[config.mk]
export PLATFORM = sky130hd
export DESIGN_NAME = fetch_unit
export DESIGN_NICKNAME = d
export VERILOG_FILES = /design/src/rtl/riscv_pkg.sv /design/src/rtl/fetch_fifo.sv /design/src/rtl/fetch_unit.sv
export SDC_FILE = /design/constraint.sdc
export NUM_CORES = 1
export LEC_CHECK = 0
export CAP_MARGIN = 0
export CORE_ASPECT_RATIO = 0.5
export CORE_MARGIN = 2
export CORE_UTILIZATION = 25
export CTS_CLUSTER_SIZE = 14
export DETAILED_ROUTE_END_ITERATION = 8
export HOLD_SLACK_MARGIN = 0.06
export RECOVER_POWER = 50
export REMOVE_ABC_BUFFERS = 1
export SLEW_MARGIN = 20
export SYNTH_ARGS = -nofsm -noshare
export SYNTH_HDL_FRONTEND = slang
export SYNTH_HIERARCHICAL = 1
export SYNTH_SLANG_ARGS = --single-unit
[constraint.sdc]
create_clock -name clk_i -period 12.6 [get_ports clk_i]
set_input_delay 2.52 -clock clk_i [delete_from_list [all_inputs] [get_ports clk_i]]
set_output_delay 2.52 -clock clk_i [all_outputs]
set_load 0.01 [all_outputs]
[src/rtl/riscv_pkg.sv]
// Shared types and constants for the fetch front end.
package riscv_pkg;

    localparam int unsigned XLEN      = 32;
    localparam logic [31:0] NOP_INSTR = 32'h0000_0013;

    typedef enum logic [1:0] {
        S_BOOT,
        S_RUN,
        S_FLUSH
    } fetch_state_e;

    typedef struct packed {
        logic [XLEN-1:0] pc;
        logic [31:0]     instr;
    } fetch_entry_t;

endpackage

[src/rtl/fetch_fifo.sv]
// Synchronous FIFO of fetched {pc, instr} entries with flush and occupancy count.
module fetch_fifo
    import riscv_pkg::*;
#(
    parameter int unsigned DEPTH = 2,
    localparam int unsigned PtrW = $clog2(DEPTH),
    localparam int unsigned CntW = PtrW + 1
) (
    input  logic            clk_i,
    input  logic            rst_ni,
    input  logic            clear_i,
    input  logic            push_i,
    input  fetch_entry_t    data_i,
    input  logic            pop_i,
    output fetch_entry_t    data_o,
    output logic            empty_o,
    output logic [CntW-1:0] count_o
);

    fetch_entry_t    mem_q [DEPTH];
    logic [PtrW-1:0] wptr_q, wptr_d, rptr_q, rptr_d;
    logic [CntW-1:0] cnt_q, cnt_d;
    logic            full, do_pop;

    assign full    = (cnt_q == CntW'(DEPTH));
    assign empty_o = (cnt_q == '0);
    assign count_o = cnt_q;
    assign data_o  = mem_q[rptr_q];
    assign do_pop  = pop_i && !empty_o;

    always_comb begin
        wptr_d = wptr_q;
        rptr_d = rptr_q;
        cnt_d  = cnt_q;
        if (clear_i) begin
            wptr_d = '0;
            rptr_d = '0;
            cnt_d  = '0;
        end else begin
            if (push_i) wptr_d = wptr_q + PtrW'(1);
            if (do_pop) rptr_d = rptr_q + PtrW'(1);
            if (push_i && !do_pop) cnt_d = cnt_q + CntW'(1);
            else if (!push_i && do_pop) cnt_d = cnt_q - CntW'(1);
        end
    end

    always_ff @(posedge clk_i) begin
        if (!rst_ni) begin
            wptr_q <= '0;
            rptr_q <= '0;
            cnt_q  <= '0;
        end else begin
            wptr_q <= wptr_d;
            rptr_q <= rptr_d;
            cnt_q  <= cnt_d;
        end
    end

    always_ff @(posedge clk_i) begin
        if (push_i && !clear_i) mem_q[wptr_q] <= data_i;
    end

    // Upstream credit accounting must make this impossible.
    a_no_overflow: assert property (@(posedge clk_i) disable iff (!rst_ni)
        !(push_i && full && !clear_i));

endmodule

[src/rtl/fetch_unit.sv]
// Instruction fetch stage: owns the PC, issues imem fetches, buffers words for decode.
module fetch_unit
    import riscv_pkg::*;
#(
    parameter int unsigned     XLEN       = 32,
    parameter logic [XLEN-1:0] RESET_PC   = 32'h0000_0000,
    parameter int unsigned     FIFO_DEPTH = 2
) (
    input  logic            clk_i,
    input  logic            rst_ni,
    output logic            imem_req_valid_o,
    input  logic            imem_req_ready_i,
    output logic [XLEN-1:0] imem_addr_o,
    input  logic            imem_rsp_valid_i,
    input  logic [31:0]     imem_rsp_data_i,
    input  logic            redirect_i,
    input  logic [XLEN-1:0] redirect_pc_i,
    output logic            inst_valid_o,
    input  logic            inst_ready_i,
    output logic [31:0]     instruction_o,
    output logic [XLEN-1:0] pc_o
);

    localparam int unsigned CntW = $clog2(FIFO_DEPTH) + 1;

    fetch_state_e    state_q, state_d;
    logic [XLEN-1:0] fetch_pc_q, fetch_pc_d, resp_pc_q, resp_pc_d, redir_pc;
    logic [CntW-1:0] outst_q, outst_d, drop_q, drop_d, fifo_cnt;
    logic [CntW:0]   credit_used;
    logic            req_fire, push, pop, fifo_empty;
    fetch_entry_t    push_entry, head;
    logic            unused_redir_lsb;

    assign unused_redir_lsb = ^redirect_pc_i[1:0];
    assign redir_pc         = {redirect_pc_i[XLEN-1:2], 2'b00};
    assign credit_used      = {1'b0, outst_q} + {1'b0, fifo_cnt};

    assign imem_req_valid_o = (state_q == S_RUN) && !redirect_i &&
                              (credit_used < (CntW + 1)'(FIFO_DEPTH));
    assign imem_addr_o      = fetch_pc_q;
    assign req_fire         = imem_req_valid_o && imem_req_ready_i;

    // Responses are only kept in S_RUN; in S_FLUSH or a redirect cycle they are stale.
    assign push             = imem_rsp_valid_i && (state_q == S_RUN) && !redirect_i;
    assign push_entry.pc    = resp_pc_q;
    assign push_entry.instr = imem_rsp_data_i;
    assign pop              = inst_valid_o && inst_ready_i && !redirect_i;

    assign inst_valid_o  = !fifo_empty;
    assign instruction_o = inst_valid_o ? head.instr : NOP_INSTR;
    assign pc_o          = inst_valid_o ? head.pc : resp_pc_q;

    always_comb begin
        state_d    = state_q;
        fetch_pc_d = fetch_pc_q;
        resp_pc_d  = resp_pc_q;
        outst_d    = outst_q;
        drop_d     = drop_q;

        if (req_fire) fetch_pc_d = fetch_pc_q + XLEN'(4);
        if (push) resp_pc_d = resp_pc_q + XLEN'(4);

        if (req_fire && !imem_rsp_valid_i) outst_d = outst_q + CntW'(1);
        else if (!req_fire && imem_rsp_valid_i) outst_d = outst_q - CntW'(1);

        if (redirect_i) begin
            fetch_pc_d = redir_pc;
            resp_pc_d  = redir_pc;
            drop_d     = outst_d;
        end else if (imem_rsp_valid_i && drop_q != '0) begin
            drop_d = drop_q - CntW'(1);
        end

        unique case (state_q)
            S_BOOT:  state_d = S_RUN;
            S_RUN:   if (drop_d != '0) state_d = S_FLUSH;
            S_FLUSH: if (drop_d == '0) state_d = S_RUN;
            default: state_d = S_BOOT;
        endcase
    end

    always_ff @(posedge clk_i) begin
        if (!rst_ni) begin
            state_q    <= S_BOOT;
            fetch_pc_q <= RESET_PC;
            resp_pc_q  <= RESET_PC;
            outst_q    <= '0;
            drop_q     <= '0;
        end else begin
            state_q    <= state_d;
            fetch_pc_q <= fetch_pc_d;
            resp_pc_q  <= resp_pc_d;
            outst_q    <= outst_d;
            drop_q     <= drop_d;
        end
    end

    fetch_fifo #(
        .DEPTH (FIFO_DEPTH)
    ) u_fifo (
        .clk_i   (clk_i),
        .rst_ni  (rst_ni),
        .clear_i (redirect_i),
        .push_i  (push),
        .data_i  (push_entry),
        .pop_i   (pop),
        .data_o  (head),
        .empty_o (fifo_empty),
        .count_o (fifo_cnt)
    );

endmodule

==> flow_metrics.py, run 1 <==
metrics = {
    "power_and_ir_drop": {
        "powerDensity_nw_per_um2": 124,
        "p_leak_uw": 0.00396,
        "seq_power_share": 0.506,
        "vdd_drop_max_mv": 0.0803,
        "internal-power_uw": 1110,
        "clockPowerShare": 0.376,
        "switching_share": 0.249,
        "p_sw_uw": 366,
        "pwr-share-comb": 0.118,
    },
    "floorplanning": {
        "io_pins": 168,
        "core_area_um2": 35900,
        "dieArea_um2": 38200,
        "fp-row-count": 49,
        "initial_core_util": 0.254,
        "fp.dieW_um": 274,
        "die_y_um": 139,
    },
    "synth": {
        "synth-warning-count": 6,
        "syn-cell-area_um2": 9130,
        "synth.area.top_cells": "edfxtp_1 42%, dfxtp_1 16%, mux2_2 12%, xor2_1 2.9%, a21oi_1 2.6%",
        "synth_edf_count": 128,
        "seq_area_frac_synth": 0.577,
        "yosysMostFrequentCell": "edfxtp_1",
        "netlist-cell-type-count": 62,
        "yosysTopAreaCellShare": 0.421,
        "synth_seq_cells": 199,
        "synth_commonest_cells": "128 x edfxtp_1, 100 x mux2_2, 71 x dfxtp_1, 51 x nand2_1, 47 x a21oi_1",
        "synth_top_flop_cell": "edfxtp_1",
        "avgSynthCellArea_um2": 12.2,
        "yosys.area.top_type": "edfxtp_1",
        "syn_inst": 750,
        "async_flop_share": 0,
    },
    "clock_network": {
        "clkLatencyLatePin_ns": 0.44,
        "clk_pin_slew_worst_paths_ns": 0.08,
        "post_cts_resized": 0,
        "numCtsBuffers": 17,
        "htreeDepth": 4,
        "postCtsHoldBufs": 0,
        "cts_tree": "built",
        "post_cts_buffers": 0,
        "cts_sinks": 199,
        "root_buffer": "clkbuf_16",
        "cts_buffer_depth": 2,
    },
    "global_routing": {
        "antenna_found_initial": 5,
        "grt_pass1_vias": 6505,
        "grt.overflow.total": 0,
        "grt_pass1_wl_um": 36800,
        "grt_start_max_net_pins": 71,
        "grtUsageTotal": 0.124,
    },
    "worst_setup_path": {
        "end_kind": "output pin",
        "worstPathRequired_ns": 10.08,
        "worstSetupStartpointType": "primary input",
        "reg2reg_slack_ns": 9.47,
        "critPathMaxFanout": 42,
        "path_class": "primary input to output pin",
        "critPathArrivalTime_ns": 4.26,
        "worst_r2r_path_depth": 8,
    },
    "sta": {
        "final-hold-violation-count": 0,
        "setup_viol": 0,
        "rsz0062_at_grt": "false",
        "drv_slew": 37,
        "tightest_slew_ns": 1.65,
        "fin_tns_setup_ns": 0,
        "slew_headroom": -0.0987,
        "period_minus_slack_ns": 6.78,
        "fin_skew_ns": 0.0157,
        "fmax_mhz": 147,
        "final_min_period_over_clock_period": 0.538,
        "holdWs_ns": 0.515,
    },
    "cells_and_area": {
        "drive_above_1_share": 0.173,
        "finalNetCount": 980,
        "utilization": 0.329,
        "syn_to_final_growth_pct": 29.6,
    },
    "detailed_routing": {
        "vias": 6385,
        "routed_wl_um": 23700,
        "avgRoutedWirePerCell_um": 16.8,
        "ant_nets": 0,
        "drc": 0,
        "firstDrtPassIters": 4,
        "via_per_inst": 4.54,
        "initialDrtViolationCount": 315,
    },
    "min_path": {
        "whs_path_depth": 2,
        "hold_path_class": "flip-flop to flip-flop",
    },
    "flow_run": {
        "timing.max_cap.violations": 1,
    },
    "run_status": {
        "violations": "capacitance limit, slew limit",
        "status": "finished, violations left",
    },
    "placement": {
        "place_congestion": 0.787,
        "io_buffers": 163,
        "dp_hpwl_um": 15800,
    },
}
layout make-up:
cell class,count,area [µm²]
Antenna cell,5,12.5
Clock buffer,17,425
Clock inverter,15,166
Fill cell,3583,24100
Inverter,11,41.3
Multi-Input combinational cell,504,3620
Sequential cell,199,5270
Tap cell,484,606
Timing Repair Buffer,172,1690
flip-flops by register name (all words and copies together) (netlist names), named ones only:
name            cells
drop_q              2
state_q             2
imem_addr_o        30
resp_pc_q          30
u_fifo/mem_q      128
u_fifo/count_o      2
u_fifo/rptr_q       1
outst_q             2
u_fifo/wptr_q       1
cell usage in the layout, fill, tap and decap left out, types with 18 or more instances in the layout:
cell type and instances:
nand4_1 18, edfxtp_1 128, xor2_1 30, nand2_1 51, dlygate4sd3_1 64, o21ai_0 40, nand3_1 27, nor2b_1 33
dfxtp_1 70, nor2_1 20, clkdlybuf4s50_1 99, a21oi_1 47, mux2_2 100
per-stage QoR:
stage               cell area (µm²)  power [µW]  instances  worst slack [ns]
floorplan                      8920         840        714              3.87
CTS                           11800        1490       1402              5.83
global route                  11800        1530       1407              5.68
finish                        11800        1470       1407              5.82
detailed placement            11200         940       1370              5.84
global placement              11200         935       1370              5.82
kinds of logic (layout without fill, tap and decap cells):
kind of cell,count (synthesis),in the layout,synth area share
DFF,199,199,0.577
buffers and inverters,52,215,0.0297
and+or+nand+nor,224,224,0.140
muxes,102,102,0.126
adders and majority gates,5,5,0.00767
AOI/OAI and AO/OA,127,127,0.0814
xor gates and xnor gates,40,40,0.0384
other,1,11,0.000411
path summary, 6_finish.rpt:
kind                                                startpoint                      endpoint
worst max-delay path                                redirect_i              imem_req_valid_o
worst min-delay path                u_fifo/rptr_q$_SDFFE_PP0P_                     flip-flop
worst max register to register  u_fifo/count_o[0]$_SDFFE_PP0P_  imem_addr_o[26]$_SDFFE_PN0P_
worst min register to register      u_fifo/rptr_q$_SDFFE_PP0P_                     flip-flop
worst max-delay path, stage by stage:
cell and delay (ns):
clkdlybuf4s50_1 0.39, buf_4 0.28, nor3_1 0.28, and3b_1 0.23, clkdlybuf4s50_1 0.55
metal layers:
layer,global-route usage,share of wire
met1,0.138,0.39
met3,0.0190,0.026
met2,0.235,0.56
met5,0,0
met4,0.0489,0.020
power by group through the flow:
stage | Combinational (µW) | Sequential [µW] | Clock (µW)
final | 174 | 745 | 553
after detailed placement | 180 | 760 | 0
after global placement | 177 | 758 | 0
after floorplan | 83.3 | 757 | 0
after CTS | 181 | 745 | 568
after global routing | 188 | 749 | 596
(Power assumes the default switching activity.)
==> run 2: changes to the inputs <==
- clock period: 12.6 -> 5.9 ns (I/O delays scaled with it)
==> flow_metrics.py, run 2 (same netlist as run 1, synthesis figures left out) <==
metrics = {
    "cells_and_area": {
        "syn_to_final_growth_pct": 29.8,
        "seq_area_um2": 5270,
        "num-fill-cells": 3612,
        "final_common_cell": "edfxtp_1",
        "largest_reg_flops": 128,
        "final_cell_mix": "128 x edfxtp_1, 100 x mux2_2, 98 x clkdlybuf4s50_1",
        "drive_above_1_share": 0.174,
        "utilization": 0.330,
        "regMostFlops": "u_fifo/mem_q",
        "multiInputGateArea_um2": 3620,
        "finalNetCount": 983,
        "final_area_um2": 11900,
    },
    "sta": {
        "tightest_slew_ns": 2.00,
        "final-hold-violation-count": 0,
        "slew_headroom": -0.335,
        "drv_slew": 79,
        "fmax_mhz": 216,
        "postLayoutSetupSlackWorst_ns": 1.28,
        "final_min_period_over_clock_period": 0.783,
        "holdWs_ns": 0.506,
        "period_minus_slack_ns": 4.62,
        "fin_skew_ns": 0.0123,
        "rsz0062_at_grt": "false",
        "setup_viol": 0,
    },
    "clock_network": {
        "clkLatencyLatePin_ns": 0.43,
        "post_cts_resized": 0,
        "root_buffer": "clkbuf_16",
        "cts_buffer_depth": 2,
        "numCtsBuffers": 17,
        "cts_tree": "built",
        "cts_sinks": 199,
        "clk_pin_slew_worst_paths_ns": 0.08,
        "htreeDepth": 4,
        "postCtsHoldBufs": 0,
        "post_cts_buffers": 0,
    },
    "floorplanning": {
        "core_area_um2": 35900,
        "io_pins": 168,
        "die_y_um": 139,
        "dieArea_um2": 38200,
        "initial_core_util": 0.254,
        "fp-row-count": 49,
        "fp.dieW_um": 274,
    },
    "worst_setup_path": {
        "path_class": "primary input to flip-flop",
        "worstSetupStartpointType": "primary input",
        "critPathMaxFanout": 41,
        "end_kind": "flip-flop",
        "critPathArrivalTime_ns": 4.96,
        "worstPathRequired_ns": 6.24,
    },
    "detailed_routing": {
        "avgRoutedWirePerCell_um": 16.8,
        "initialDrtViolationCount": 435,
        "firstDrtPassIters": 5,
        "routed_wl_um": 23600,
        "vias": 6425,
        "via_per_inst": 4.56,
        "drc": 0,
        "ant_nets": 0,
    },
    "run_status": {
        "violations": "capacitance limit, slew limit",
        "status": "finished, violations left",
    },
    "power_and_ir_drop": {
        "vdd_drop_max_mv": 0.179,
        "powerDensity_nw_per_um2": 263,
        "p_leak_uw": 0.00398,
        "p_total_uw": 3120,
    },
    "flow_run": {
        "timing.max_cap.violations": 2,
    },
    "global_routing": {
        "grt_pass1_wl_um": 36300,
        "grtUsageTotal": 0.123,
        "grt_start_max_net_pins": 70,
        "grt_pass1_vias": 6484,
        "antenna_found_initial": 2,
        "grt.overflow.total": 0,
    },
    "placement": {
        "io_buffers": 163,
        "placed_area_um2": 11300,
        "dp_hpwl_um": 16300,
        "place_congestion": 0.806,
        "dpl_worst_slack_ns": 2.04,
    },
    "min_path": {
        "hold_path_class": "flip-flop to flip-flop",
    },
}
[run 2: cell count changes in the layout (fill, tap and decap cells not counted), sizes merged]
cell,delta
clkinv,+1
clkinvlp,-2
diode,-2
buf,+3
inv,+3
bufinv,-2
dlygate4sd3,+1
clkdlybuf4s50,-1
[run 2: path summary, 6_finish.rpt]
check / startpoint / to / slack, ns / cells past startpoint
worst max register to register: u_fifo/count_o[0]$_SDFFE_PP0P_ / imem_addr_o[10]$_SDFFE_PN0P_ / 2.96 / 8
worst min register to register: u_fifo/rptr_q$_SDFFE_PP0P_ / flip-flop / 0.51 / 2
worst max-delay path: redirect_i / imem_addr_o[10]$_SDFFE_PN0P_ / 1.28 / 7
worst min-delay path: u_fifo/rptr_q$_SDFFE_PP0P_ / flip-flop / 0.51 / 2
[run 2: layout make-up]
type / instances / share of cell area
antenna: 3 / 0.000633
clock buffer: 17 / 0.0359
clock inverter: 15 / 0.0129
inverter: 11 / 0.00348
multi-input combinational: 504 / 0.305
sequential: 199 / 0.444
tap: 484 / 0.0511
timing repair buffer: 175 / 0.147
[run 2: routing by layer]
| metal | share of wire | up-vias | GRT usage |
|---|---|---|---|
| met1 | 0.39 | 3159 | 0.135 |
| li1 | - | 3101 | - |
| met4 | 0.032 | 0 | 0.0541 |
| met3 | 0.025 | 39 | 0.0187 |
| met2 | 0.55 | 126 | 0.232 |
| met5 | 0 | - | 0 |
[run 2: critical path, stage by stage]
cell and delay, ns:
dlygate4sd3_1 0.57, clkbuf_1 1.45, nor3_1 0.48, buf_4 0.35, nor2_1 0.51, o21ai_0 0.23
a31oi_1 0.20
[run 2: where the power goes]
| group | switching [µW] | internal [µW] |
|---|---|---|
| clock network | 585 | 568 |
| logic | 177 | 196 |
| registers | 56.4 | 1530 |
| total | 818 | 2300 |
[run 2: per-stage QoR]
stage	TNS, ns	std cells
6_report	0	1408
2_1_floorplan	-95.37	714
5_1_grt	0	1407
3_3_place_gp	0	1372
4_1_cts	0	1404
3_5_place_dp	0	1372
==> run 3: changes to the inputs <==
- clock period: 5.9 -> 4.4 ns (I/O delays scaled with it)
==> flow_metrics.py, run 3 (same netlist as run 1, synthesis figures left out) <==
metrics = {
    "cells_and_area": {
        "syn_to_final_growth_pct": 29.9,
        "antenna_cells": 0,
        "final_cell_mix": "128 x edfxtp_1, 100 x mux2_2, 100 x clkdlybuf4s50_1",
        "largest_reg_flops": 128,
        "drive_above_1_share": 0.172,
        "utilization": 0.330,
        "num-fill-cells": 3623,
        "final_common_cell": "edfxtp_1",
        "finalNetCount": 980,
        "regMostFlops": "u_fifo/mem_q",
    },
    "global_routing": {
        "grt_pass1_wl_um": 36400,
        "grt.overflow.total": 0,
        "use_met2": 0.241,
        "antenna_found_initial": 0,
        "met1_usage": 0.133,
        "grt-busiest-layer": "met2",
        "grt_start_max_net_pins": 65,
        "met3_usage": 0.0184,
        "grtUsageTotal": 0.123,
        "grt_pass1_vias": 6498,
    },
    "sta": {
        "final_min_period_over_clock_period": 0.854,
        "setup_viol": 0,
        "fmax_mhz": 266,
        "tightest_slew_ns": 1.71,
        "rsz0062_at_grt": "false",
        "period_minus_slack_ns": 3.76,
        "fin_skew_ns": 0.0113,
        "slew_headroom": -0.142,
        "holdWs_ns": 0.497,
        "final-hold-violation-count": 0,
        "drv_slew": 65,
    },
    "clock_network": {
        "clkLatencyLatePin_ns": 0.44,
        "clk_pin_slew_worst_paths_ns": 0.08,
        "cts_sinks": 199,
        "cts_tree": "built",
        "post_cts_buffers": 0,
        "root_buffer": "clkbuf_16",
        "numCtsBuffers": 17,
        "postCtsHoldBufs": 0,
        "post_cts_resized": 0,
        "htreeDepth": 4,
        "cts_buffer_depth": 2,
    },
    "floorplanning": {
        "dieArea_um2": 38200,
        "fp.dieW_um": 274,
        "io_pins": 168,
        "die_y_um": 139,
        "initial_core_util": 0.254,
        "core_area_um2": 35900,
        "fp-row-count": 49,
    },
    "power_and_ir_drop": {
        "pwr-share-comb": 0.117,
        "p_sw_uw": 1080,
        "vdd_drop_max_mv": 0.221,
        "p_leak_uw": 0.00398,
        "internal-power_uw": 3190,
        "switching_share": 0.253,
        "powerDensity_nw_per_um2": 360,
        "clockPowerShare": 0.383,
        "seq_power_share": 0.499,
    },
    "worst_setup_path": {
        "critPathArrivalTime_ns": 3.79,
        "reg2reg_from": "outst_q[0]$_SDFF_PN0_",
        "worstPathRequired_ns": 4.43,
        "critPathMaxFanout": 64,
        "path_class": "primary input to flip-flop",
        "worstSetupStartpointType": "primary input",
        "end_kind": "flip-flop",
        "crit_start": "redirect_i",
    },
    "placement": {
        "dp_hpwl_um": 15800,
        "io_buffers": 163,
        "place_congestion": 0.800,
    },
    "min_path": {
        "hold_path_class": "flip-flop to flip-flop",
        "min-delay-start": "resp_pc_q[31]$_SDFFE_PN0P_",
    },
    "flow_run": {
        "timing.max_cap.violations": 1,
    },
    "detailed_routing": {
        "ant_nets": 0,
        "via_per_inst": 4.60,
        "vias": 6452,
        "routed_wl_um": 23600,
        "drc": 0,
        "avgRoutedWirePerCell_um": 16.9,
        "initialDrtViolationCount": 409,
        "firstDrtPassIters": 5,
    },
    "run_status": {
        "violations": "capacitance limit, slew limit",
        "status": "finished, violations left",
    },
}
-- run 3: cell types whose count changed in the layout (fill, tap and decap cells not counted), moves of 2 or more --
cell             previous run  this run
clkdlybuf4s50_1            98       100
buf_4                       8         3
dlygate4sd3_1              65        63
bufinv_16                   0         2
diode_2                     3         0
clkinv_8                    2         0
-- run 3: area by class of cell --
type,instances,area (µm²),area share
repair buffers,172,1730,0.146
clock buffers,18,429,0.0362
multi-input cells,504,3610,0.305
inverters,11,41.3,0.00348
well taps,484,606,0.0510
flip-flops and latches,199,5270,0.444
clock inverters,14,178,0.0150
-- run 3: worst paths after layout --
check / cells past startpoint / slack (ns) / to
max: 6 / 0.64 / u_fifo/mem_q[1][47]$_DFFE_PP_
max reg2reg: 8 / 1.23 / imem_addr_o[20]$_SDFFE_PN0P_
min reg2reg: 0 / 0.50 / u_fifo/mem_q[0][63]$_DFFE_PP_
min: 0 / 0.50 / u_fifo/mem_q[0][63]$_DFFE_PP_
-- run 3: layer usage --
layer  routed length, µm  share of wire  up-vias
met2               13400           0.57       99
li1                    -              -     3090
met5                   0              0        -
met4                 398          0.017        0
met3                 553          0.023       22
met1                9260           0.39     3241
-- run 3: per-stage QoR --
step	total power (µW)	instance area (µm²)	setup TNS (ns)	setup slack, ns	std cells
after global placement	2680	11300	0	1.08	1370
after floorplan	2410	8920	-172.17	-2.69	714
after CTS	4330	11900	0	0.968	1402
final	4270	11900	0	0.643	1402
after detailed placement	2700	11300	0	0.971	1370
after global routing	4440	11900	0	0.459	1402
-- run 3: worst max-delay path, stage by stage --
cell and delay, ns:
clkdlybuf4s50_1 0.44, buf_4 0.30, inv_1 0.37, and2_1 0.29
and3_2 0.20, buf_2 1.24
-- run 3: power by group through the flow --
stage	Sequential (µW)	Combinational, µW	Clock, µW
6_report	2130	502	1640
5_1_grt	2150	540	1750
4_1_cts	2130	523	1670
3_5_place_dp	2180	520	0
3_3_place_gp	2170	512	0
2_1_floorplan	2170	238	0
